## config.mk

```make
export PLATFORM = sky130hd
export DESIGN_NAME = sub_div_ctrl
export DESIGN_NICKNAME = d
export VERILOG_FILES = /design/src/rtl/sub_div_ctrl.sv
export SDC_FILE = /design/constraint.sdc
export NUM_CORES = 1
export LEC_CHECK = 0
export BUFFER_PORTS_ARGS = -buffer_cell sky130_fd_sc_hd__buf_2
export CORE_MARGIN = 10
export CORE_UTILIZATION = 45
export DETAILED_ROUTE_END_ITERATION = 8
export PLACE_DENSITY = 0.71
export SLEW_MARGIN = 15
export SYNTH_ARGS = -nofsm -noshare
export SYNTH_HDL_FRONTEND = slang
export SYNTH_HIERARCHICAL = 1
export SYNTH_SLANG_ARGS = --single-unit
```

## constraint.sdc

```tcl
create_clock -name clk -period 3.9 [get_ports clk]
set_clock_uncertainty 0.15 [all_clocks]
set_input_delay 0.39 -clock clk [delete_from_list [all_inputs] [get_ports clk]]
set_output_delay 0.39 -clock clk [all_outputs]
set_load 0.01 [all_outputs]
```

## src/rtl/sub_div_ctrl.sv

```systemverilog
// ---------------------------------------------------------------------------
// sub_div_ctrl -- sequential restoring divider for the ALU divide path.
//
// One 6-bit subtractor is shared over six iterations to produce an unsigned
// quotient and remainder. A start pulse in IDLE/DONE latches the operands.
// RUN performs one shift/subtract step per cycle. DONE holds `done` high for
// exactly one cycle.
//
// Ports:
//   clk          rising-edge clock
//   rst          synchronous active-high reset
//   start        request, honoured only in IDLE or DONE
//   dividend     unsigned dividend, sampled on the accepting edge
//   divisor      unsigned divisor, sampled on the accepting edge
//   busy         high while iterating (RUN)
//   done         one-cycle completion pulse
//   quotient     result, held until the next completion
//   remainder    result, held until the next completion
//   div_by_zero  set with done when divisor was zero
//
// Build option: define SUB_DIV_FAST_EN to finish in one cycle when
// dividend < divisor. In that case no iterations run.
// ---------------------------------------------------------------------------

// Borrow-style subtractor: cout=1 means no borrow (a >= b + cin).
module subtractor #(
    parameter int WIDTH = 6
) (
    input  logic [WIDTH-1:0] a,
    input  logic [WIDTH-1:0] b,
    input  logic             cin,
    output logic [WIDTH-1:0] diff,
    output logic             cout
);
    logic [WIDTH:0] full;

    assign full = {1'b0, a} - {1'b0, b} - {{WIDTH{1'b0}}, cin};
    assign diff = full[WIDTH-1:0];
    assign cout = ~full[WIDTH];
endmodule

module sub_div_ctrl #(
    parameter int WIDTH = 6
) (
    input  logic             clk,
    input  logic             rst,
    input  logic             start,
    input  logic [WIDTH-1:0] dividend,
    input  logic [WIDTH-1:0] divisor,
    output logic             busy,
    output logic             done,
    output logic [WIDTH-1:0] quotient,
    output logic [WIDTH-1:0] remainder,
    output logic             div_by_zero
);
    typedef enum logic [1:0] {
        IDLE = 2'd0,
        RUN  = 2'd1,
        DONE = 2'd2
    } state_t;

    state_t           state_q, state_d;
    logic [WIDTH-1:0] r_q, r_d;       // partial remainder
    logic [WIDTH-1:0] q_q, q_d;       // dividend shifting out, quotient in
    logic [WIDTH-1:0] d_q, d_d;       // latched divisor
    logic [2:0]       cnt_q, cnt_d;   // iteration counter
    logic [WIDTH-1:0] quot_q, quot_d;
    logic [WIDTH-1:0] rem_q, rem_d;
    logic             dbz_q, dbz_d;

    // One iteration of restoring division.
    logic             msb;
    logic [WIDTH-1:0] shifted;
    logic [WIDTH-1:0] diff;
    logic             no_borrow;
    logic             accept;

    assign msb     = r_q[WIDTH-1];
    assign shifted = {r_q[WIDTH-2:0], q_q[WIDTH-1]};

    subtractor #(.WIDTH(WIDTH)) u_sub (
        .a    (shifted),
        .b    (d_q),
        .cin  (1'b0),
        .diff (diff),
        .cout (no_borrow)
    );

    // With msb set the true 7-bit value {msb,shifted} is at least 64, which
    // exceeds any divisor. Because the remainder stays below 64, the 6-bit
    // wrapped difference is still exact.
    assign accept = msb | no_borrow;

    always_comb begin
        state_d = state_q;
        r_d     = r_q;
        q_d     = q_q;
        d_d     = d_q;
        cnt_d   = cnt_q;
        quot_d  = quot_q;
        rem_d   = rem_q;
        dbz_d   = dbz_q;

        case (state_q)
            IDLE, DONE: begin
                state_d = IDLE;
                if (start) begin
                    d_d   = divisor;
                    q_d   = dividend;
                    r_d   = '0;
                    cnt_d = 3'd0;
                    if (divisor == '0) begin
                        state_d = DONE;
                        quot_d  = '1;
                        rem_d   = dividend;
                        dbz_d   = 1'b1;
                    end
`ifdef SUB_DIV_FAST_EN
                    else if (dividend < divisor) begin
                        state_d = DONE;
                        quot_d  = '0;
                        rem_d   = dividend;
                        dbz_d   = 1'b0;
                    end
`endif
                    else begin
                        state_d = RUN;
                    end
                end
            end

            RUN: begin
                r_d   = accept ? diff : shifted;
                q_d   = {q_q[WIDTH-2:0], accept};
                cnt_d = cnt_q + 3'd1;
                if (cnt_q == 3'd5) begin
                    // Publish the final step's results on the same edge
                    // that enters DONE.
                    state_d = DONE;
                    quot_d  = {q_q[WIDTH-2:0], accept};
                    rem_d   = accept ? diff : shifted;
                    dbz_d   = 1'b0;
                end
            end

            default: state_d = IDLE;
        endcase
    end

    always_ff @(posedge clk) begin
        if (rst) begin
            state_q <= IDLE;
            r_q     <= '0;
            q_q     <= '0;
            d_q     <= '0;
            cnt_q   <= 3'd0;
            quot_q  <= '0;
            rem_q   <= '0;
            dbz_q   <= 1'b0;
        end else begin
            state_q <= state_d;
            r_q     <= r_d;
            q_q     <= q_d;
            d_q     <= d_d;
            cnt_q   <= cnt_d;
            quot_q  <= quot_d;
            rem_q   <= rem_d;
            dbz_q   <= dbz_d;
        end
    end

    assign busy        = (state_q == RUN);
    assign done        = (state_q == DONE);
    assign quotient    = quot_q;
    assign remainder   = rem_q;
    assign div_by_zero = dbz_q;
endmodule
```

==> results.sh, run 1 <==
export IMPL_synth_seq_area_share_pct=38.5
export IMPL_internal_power_mw=0.632
export IMPL_ys_flop_type="dfxtp_1"
export IMPL_slew_limit_headroom_pct=52.2
export IMPL_netlist_top_cells_area="dfxtp_1, nor2_1, ha_1"
export IMPL_ys_ff_latch=36
export IMPL_synth_fa_ha_area_share_pct=8.81
export IMPL_synth_edf_count=0
export IMPL_h_tree_depth=2
export IMPL_synth_top_cell_area_share_pct=38.5
export IMPL_io_buffers=29
export IMPL_r2r_end="remainder[1]"
export IMPL_crit_type="flop to flop"
export IMPL_cts_hold_buf=0
export IMPL_layout_commonest_cell="dfxtp_1"
export IMPL_final_util_pct=52.4
export IMPL_antenna_found_initial=0
export IMPL_placedInstanceArea_um2=2030
export IMPL_syn_nets=247
export IMPL_min_delay_path_class="primary input to flop"
export IMPL_power_mw=0.920
export IMPL_drive_gt1_share_pct=22.0
export IMPL_arrival_ns=3.24
export IMPL_area_growth_synth_to_final_pct=12.5
export IMPL_synth_area_leader_cell="dfxtp_1"
export IMPL_drv_cap=0
export IMPL_cts_setup_buffers=0
export IMPL_grt_pass1_wl_um=7070
export IMPL_fin_crit_sh_pct=82.9
export IMPL_dr_total_vias=1542
export IMPL_switching_share_pct=31.3
export IMPL_cts_root_buf="clkbuf_8"
export IMPL_core_area_um2=4030
export IMPL_synth_xor_area_share_pct=1.87
export IMPL_synth_compound_area_share_pct=14.0
export IMPL_synthArstFlopShare_pct=0
export IMPL_cts_inserted_buffers=5
export IMPL_nets=272
export IMPL_worstMarginPinSlew_ns=0.714
export IMPL_synthMuxAreaShare_pct=7.34
export IMPL_required_ns=3.90
export IMPL_dr_pass1_iters=4
export IMPL_power_density_nw_per_um2=436
export IMPL_synth_simple_area_share_pct=22.7
export IMPL_fmax_mhz=309
export IMPL_synth_top_family_by_area="simple AND/OR/NAND/NOR gates"
export IMPL_tns_ns=0
export IMPL_place_hpwl_um=3130
export IMPL_grt_start_max_net_pins=37
export IMPL_hold_violations=0
export IMPL_leakage_nw=0.913
export IMPL_clockPowerShare_pct=27.3
export IMPL_routedWlPerCell_um=14.5
export IMPL_r2r_cells=11
export IMPL_clk_pin_slew_worst_paths_ns=0.07
export IMPL_min_from="divisor[5]"
export IMPL_slew_viol_final=0
export IMPL_clockBufferDepth=2
export IMPL_die_x_um=84.5
export IMPL_pwr_share_comb_pct=28.6
export IMPL_p_sw_mw=0.288
export IMPL_die_y_um=84.5
export IMPL_nFillCells=405
export IMPL_regToRegSetupSlack_ns=0.67
export IMPL_worstSkewPairLatency_ns=0.28
export IMPL_drc_errors=0
export IMPL_track_usage_pct=11.8
export IMPL_cts_resized=0
export IMPL_ios=30
export IMPL_cp_max_fo=8
export IMPL_n_antenna_cell=0
export IMPL_ant_nets=0
export IMPL_worstSetupEndpointType="flop"
export IMPL_synthDistinctLibCells=39
export IMPL_finalInstanceArea_um2=2110
export IMPL_synth_avg_cell_area_um2=8.52
export IMPL_grt_ovfl_total=0
export IMPL_drtIter0Drc=74
export IMPL_viasPerCell=5.23
export IMPL_wirelength_um=4290
export IMPL_status="finished, final reports clean"
export IMPL_die_area_um2=7150
export IMPL_ir_worst_vdd_mv=0.307
export IMPL_cts_sinks=36
export IMPL_synth_warning_count=6
export IMPL_seqPwrFrac_pct=44.1
export IMPL_hold_slack_ns=0.205
export IMPL_whs_path_depth=3
export IMPL_rsz0062_at_grt="false"
export IMPL_finalSetupViolCount=0
export IMPL_grt_pass1_vias=1513
export IMPL_period_needed_ns=3.23
export IMPL_cts_tree="yes"
export IMPL_std_cell_rows=23
export IMPL_netlist_instances=220
export IMPL_synth_area_um2=1870
export IMPL_initial_core_util_pct=46.5
export IMPL_startpoint_type="flop"
export IMPL_r2r_start="d_q[0]"
export IMPL_final_cell_mix="dfxtp_1, nor2_1, buf_2, nand2_1, inv_1"
export IMPL_gp_congestion=0.787
export IMPL_hold_end="d_q[5]"
[power groups by stage]
stage          Combinational [mW]  Sequential (mW)  Clock, mW
2_1_floorplan               0.215            0.408          0
4_1_cts                     0.265            0.405      0.257
3_5_place_dp                0.264            0.414          0
5_1_grt                     0.298            0.408      0.272
6_report                    0.263            0.406      0.252
3_3_place_gp                0.258            0.414          0
[sequential cells by signal, summed over array words and instances (netlist names)]
register     flops
cnt_q            3
r_q              6
d_q              6
q_q              6
quotient         6
state_q          2
remainder        6
div_by_zero      1
[worst max-delay path, cell delays in order, from the launching register on]
cell and delay [ns]:
dfxtp_1 0.34, inv_1 0.07, fa_1 0.44, fa_1 0.41, nand2b_1 0.17, a21oi_2 0.20, a21oi_2 0.08, xor2_1 0.14
nor2_1 0.45, mux2_2 0.42, mux2i_1 0.15, o22ai_1 0.09
[cells in the mapped netlist, types with 6 or more instances]
cell type / instances
a21oi_1: 13
a22oi_1: 8
clkbuf_1: 9
dfxtp_1: 36
ha_1: 10
inv_1: 17
mux2_2: 6
mux2i_1: 7
nand2_1: 25
nand2b_1: 9
nor2_1: 34
o22ai_1: 6
[kinds of logic (layout without fill, tap and decap cells)]
kind of cell               Yosys count  count (layout)
DFF                                 36              36
xor gates and xnor gates             4               4
AOI/OAI and AO/OA                   38              38
adders and majority gates           12              12
other                                1               1
muxes                               13              13
buffers and inverters               30              55
and+or+nand+nor                     86              86
[area by class of cell]
cell class                 instances  area (µm²)  area share (%)
multi-input combinational        154        1030            48.8
sequential                        36         721            34.2
timing repair buffer              30         153            7.24
clock buffer                       6        72.6            3.44
inverter                          18        67.6            3.20
tap                               50        62.6            2.97
clock inverter                     1        5.00           0.237
[per-stage QoR]
step | worst slack (ns) | cells
after floorplan | 0.984 | 220
after global placement | 0.752 | 288
after detailed placement | 0.668 | 288
after CTS | 0.653 | 295
after global routing | 0.474 | 295
final | 0.666 | 295
[worst max path at each step]
| stage | startpoint | to | slack, ns | depth (start not counted) |
|---|---|---|---|---|
| after floorplan | d_q[0] | remainder[0] | 0.98 | 11 |
| after global placement | d_q[0] | remainder[1] | 0.75 | 11 |
| after detailed placement | d_q[0] | remainder[1] | 0.67 | 11 |
| after CTS | d_q[0] | remainder[1] | 0.65 | 11 |
| after global routing | d_q[0] | remainder[2] | 0.47 | 11 |
| final | d_q[0] | remainder[1] | 0.67 | 11 |
[per-layer routing]
layer | vias up | routed length (µm) | track usage, %
li1 | 788 | - | -
met1 | 718 | 1970 | 13.9
met2 | 32 | 2100 | 19.8
met3 | 4 | 179 | 3.86
met4 | 0 | 38 | 3.29
met5 | - | 0 | 0
Power figures use the tool's default switching activity.
==> run 2: changes to the inputs <==
PLACE_DENSITY = 0.73   (was 0.71)
clock period = 2.8 ns   (was 3.9 ns; I/O delays follow)
==> run 2 against run 1 <==
  * The run now ends with negative setup slack left
  * Global-route usage is 0.34 points higher
  * Power rose by 53%
  * Utilization up 3.1 points
  * Count of clock-buffer cells in the layout down 1
  * Clock power increased by 44%
  * Register-to-register slack lost 0.68 ns
  * Sequential cell count is the same
  * Non-clock buffer count rose by 7
  * Design area grew 5.9%
  * Maximum frequency increased by 15%
  * Critical path type unchanged
  * Largest cell class unchanged
  * Highest routed layer unchanged
==> results.sh, run 2 (synthesis gave the netlist of run 1 again) <==
export IMPL_status="finished, violations left"
export IMPL_violations="negative setup slack"
export IMPL_cts_sinks=36
export IMPL_slew_limit_headroom_pct=56.6
export IMPL_die_area_um2=7150
export IMPL_hold_end="d_q[0]"
export IMPL_final_cell_mix="dfxtp_1, nor2_1, buf_2, nand2_1, inv_1"
export IMPL_required_ns=2.81
export IMPL_core_area_um2=4030
export IMPL_worst_path_buf_inv=1
export IMPL_viasPerCell=5.19
export IMPL_track_usage_pct=12.1
export IMPL_r2r_start="d_q[0]"
export IMPL_wirelength_um=4340
export IMPL_clockPowerShare_pct=25.9
export IMPL_worstSkewPairLatency_ns=0.29
export IMPL_grt_pass1_wl_um=7320
export IMPL_place_hpwl_um=3190
export IMPL_h_tree_depth=2
export IMPL_drv_cap=0
export IMPL_worstSetupEndpointType="flop"
export IMPL_layout_commonest_cell="dfxtp_1"
export IMPL_internal_power_mw=0.956
export IMPL_cts_tree="yes"
export IMPL_antenna_found_initial=0
export IMPL_min_from="divisor[0]"
export IMPL_ant_nets=0
export IMPL_fmax_mhz=356
export IMPL_nets=279
export IMPL_io_buffers=29
export IMPL_ir_worst_vdd_mv=0.375
export IMPL_slew_viol_final=0
export IMPL_r2r_cells=11
export IMPL_grt_ovfl_total=0
export IMPL_arrival_ns=2.82
export IMPL_die_y_um=84.5
export IMPL_setup_ws_ns=-0.0112
export IMPL_cpMaxStageDelayCell="fa_2"
export IMPL_clk_pin_slew_worst_paths_ns=0.08
export IMPL_std_cell_rows=23
export IMPL_hold_violations=0
export IMPL_stdcell_count=303
export IMPL_crit_type="flop to flop"
export IMPL_whs_path_depth=3
export IMPL_cts_hold_buf=0
export IMPL_period_needed_ns=2.81
export IMPL_drtIter0Drc=93
export IMPL_worst_path_stages=11
export IMPL_finalInstanceArea_um2=2230
export IMPL_initial_core_util_pct=46.5
export IMPL_power_mw=1.41
export IMPL_die_x_um=84.5
export IMPL_routedWlPerCell_um=14.3
export IMPL_rsz0062_at_grt="true"
export IMPL_hold_slack_ns=0.0959
export IMPL_switching_share_pct=32.1
export IMPL_startpoint_type="flop"
export IMPL_power_density_nw_per_um2=630
export IMPL_final_util_pct=55.5
export IMPL_finalSetupViolCount=3
export IMPL_worstMarginPinSlew_ns=0.652
export IMPL_path_cells="inv_2, fa_2, fa_2, nand2b_4, a21oi_4, a21oi_2, xor2_2, nor2_4, mux2_4, mux2i_1, o22ai_1"
export IMPL_path_delay_family="adder cells"
export IMPL_nFillCells=406
export IMPL_leakage_nw=0.985
export IMPL_regToRegSetupSlack_ns=-0.01
export IMPL_placedInstanceArea_um2=2070
export IMPL_dr_pass1_iters=4
export IMPL_placed_cells=293
export IMPL_p_sw_mw=0.452
export IMPL_cts_inserted_buffers=5
export IMPL_cp_max_fo=8
export IMPL_drive_gt1_share_pct=28.1
export IMPL_grt_pass1_vias=1603
export IMPL_fin_crit_sh_pct=100
export IMPL_tns_ns=-0.0129
export IMPL_grt_start_max_net_pins=37
export IMPL_crit_top_cell="fa_2"
export IMPL_critical_path_max_stage_delay_ns=0.38
export IMPL_n_antenna_cell=0
export IMPL_r2r_end="remainder[5]"
export IMPL_clockBufferDepth=2
export IMPL_cts_root_buf="clkbuf_8"
export IMPL_pwr_share_comb_pct=34.0
export IMPL_min_delay_path_class="primary input to flop"
export IMPL_area_growth_synth_to_final_pct=19.2
export IMPL_preCtsSetupSlack_ns=-0.188
export IMPL_dr_total_vias=1572
export IMPL_seqPwrFrac_pct=40.2
export IMPL_drc_errors=0
export IMPL_gp_congestion=0.778
export IMPL_ios=30
-- run 2: changes by cell type in the layout (fill, tap and decap cells not counted), moves of 2 or more --
cell | before | now
buf_4 | 1 | 8
mux2_2 | 6 | 0
mux2_4 | 0 | 6
fa_1 | 2 | 0
fa_2 | 0 | 2
-- run 2: tightest hold or removal path: cells and delay by family --
kind | cells | cell delay (ns)
compound gates | 1 | 0.05
buf+inv | 1 | 0.11
simple gates | 1 | 0.06
-- run 2: worst max path at each step --
stage	start	to
global route	d_q[0]	remainder[5]
floorplan	d_q[0]	remainder[0]
global placement	d_q[0]	remainder[0]
CTS	d_q[0]	remainder[1]
finish	d_q[0]	remainder[5]
detailed placement	d_q[0]	remainder[0]
-- run 2: area by class of cell --
type                    count  area (µm²)  share of cell area [%]
inverters                  18        67.6                    3.02
clock inverters             3        18.8                   0.840
clock buffers               5        68.8                    3.08
well taps                  50        62.6                    2.80
flip-flops and latches     36         722                    32.3
repair buffers             37         205                    9.18
multi-input cells         154        1090                    48.8
-- run 2: power by group through the flow --
stage / clock (mW) / combinational [mW] / sequential, mW
after CTS: 0.373 / 0.444 / 0.565
after floorplan: 0 / 0.303 / 0.569
after detailed placement: 0 / 0.392 / 0.576
after global placement: 0 / 0.385 / 0.575
after global routing: 0.399 / 0.524 / 0.571
final: 0.364 / 0.478 / 0.566
-- run 2: repair_timing --
item	in CTS	in global routing
setup endpoints to repair	12	12
hold endpoints to repair	0	0
gates cloned	0	0
resized for setup	9	6
setup buffers	0	2
pin swaps	3	5
-- run 2: per-layer routing --
layer	vias to the layer above	GRT usage [%]	wire length, µm	part of all wire (%)
li1	802	-	-	-
met1	727	14.1	1900	44
met2	34	20.9	2190	50
met3	9	2.90	179	4.1
met4	0	4.49	74	1.7
met5	-	0	0	0
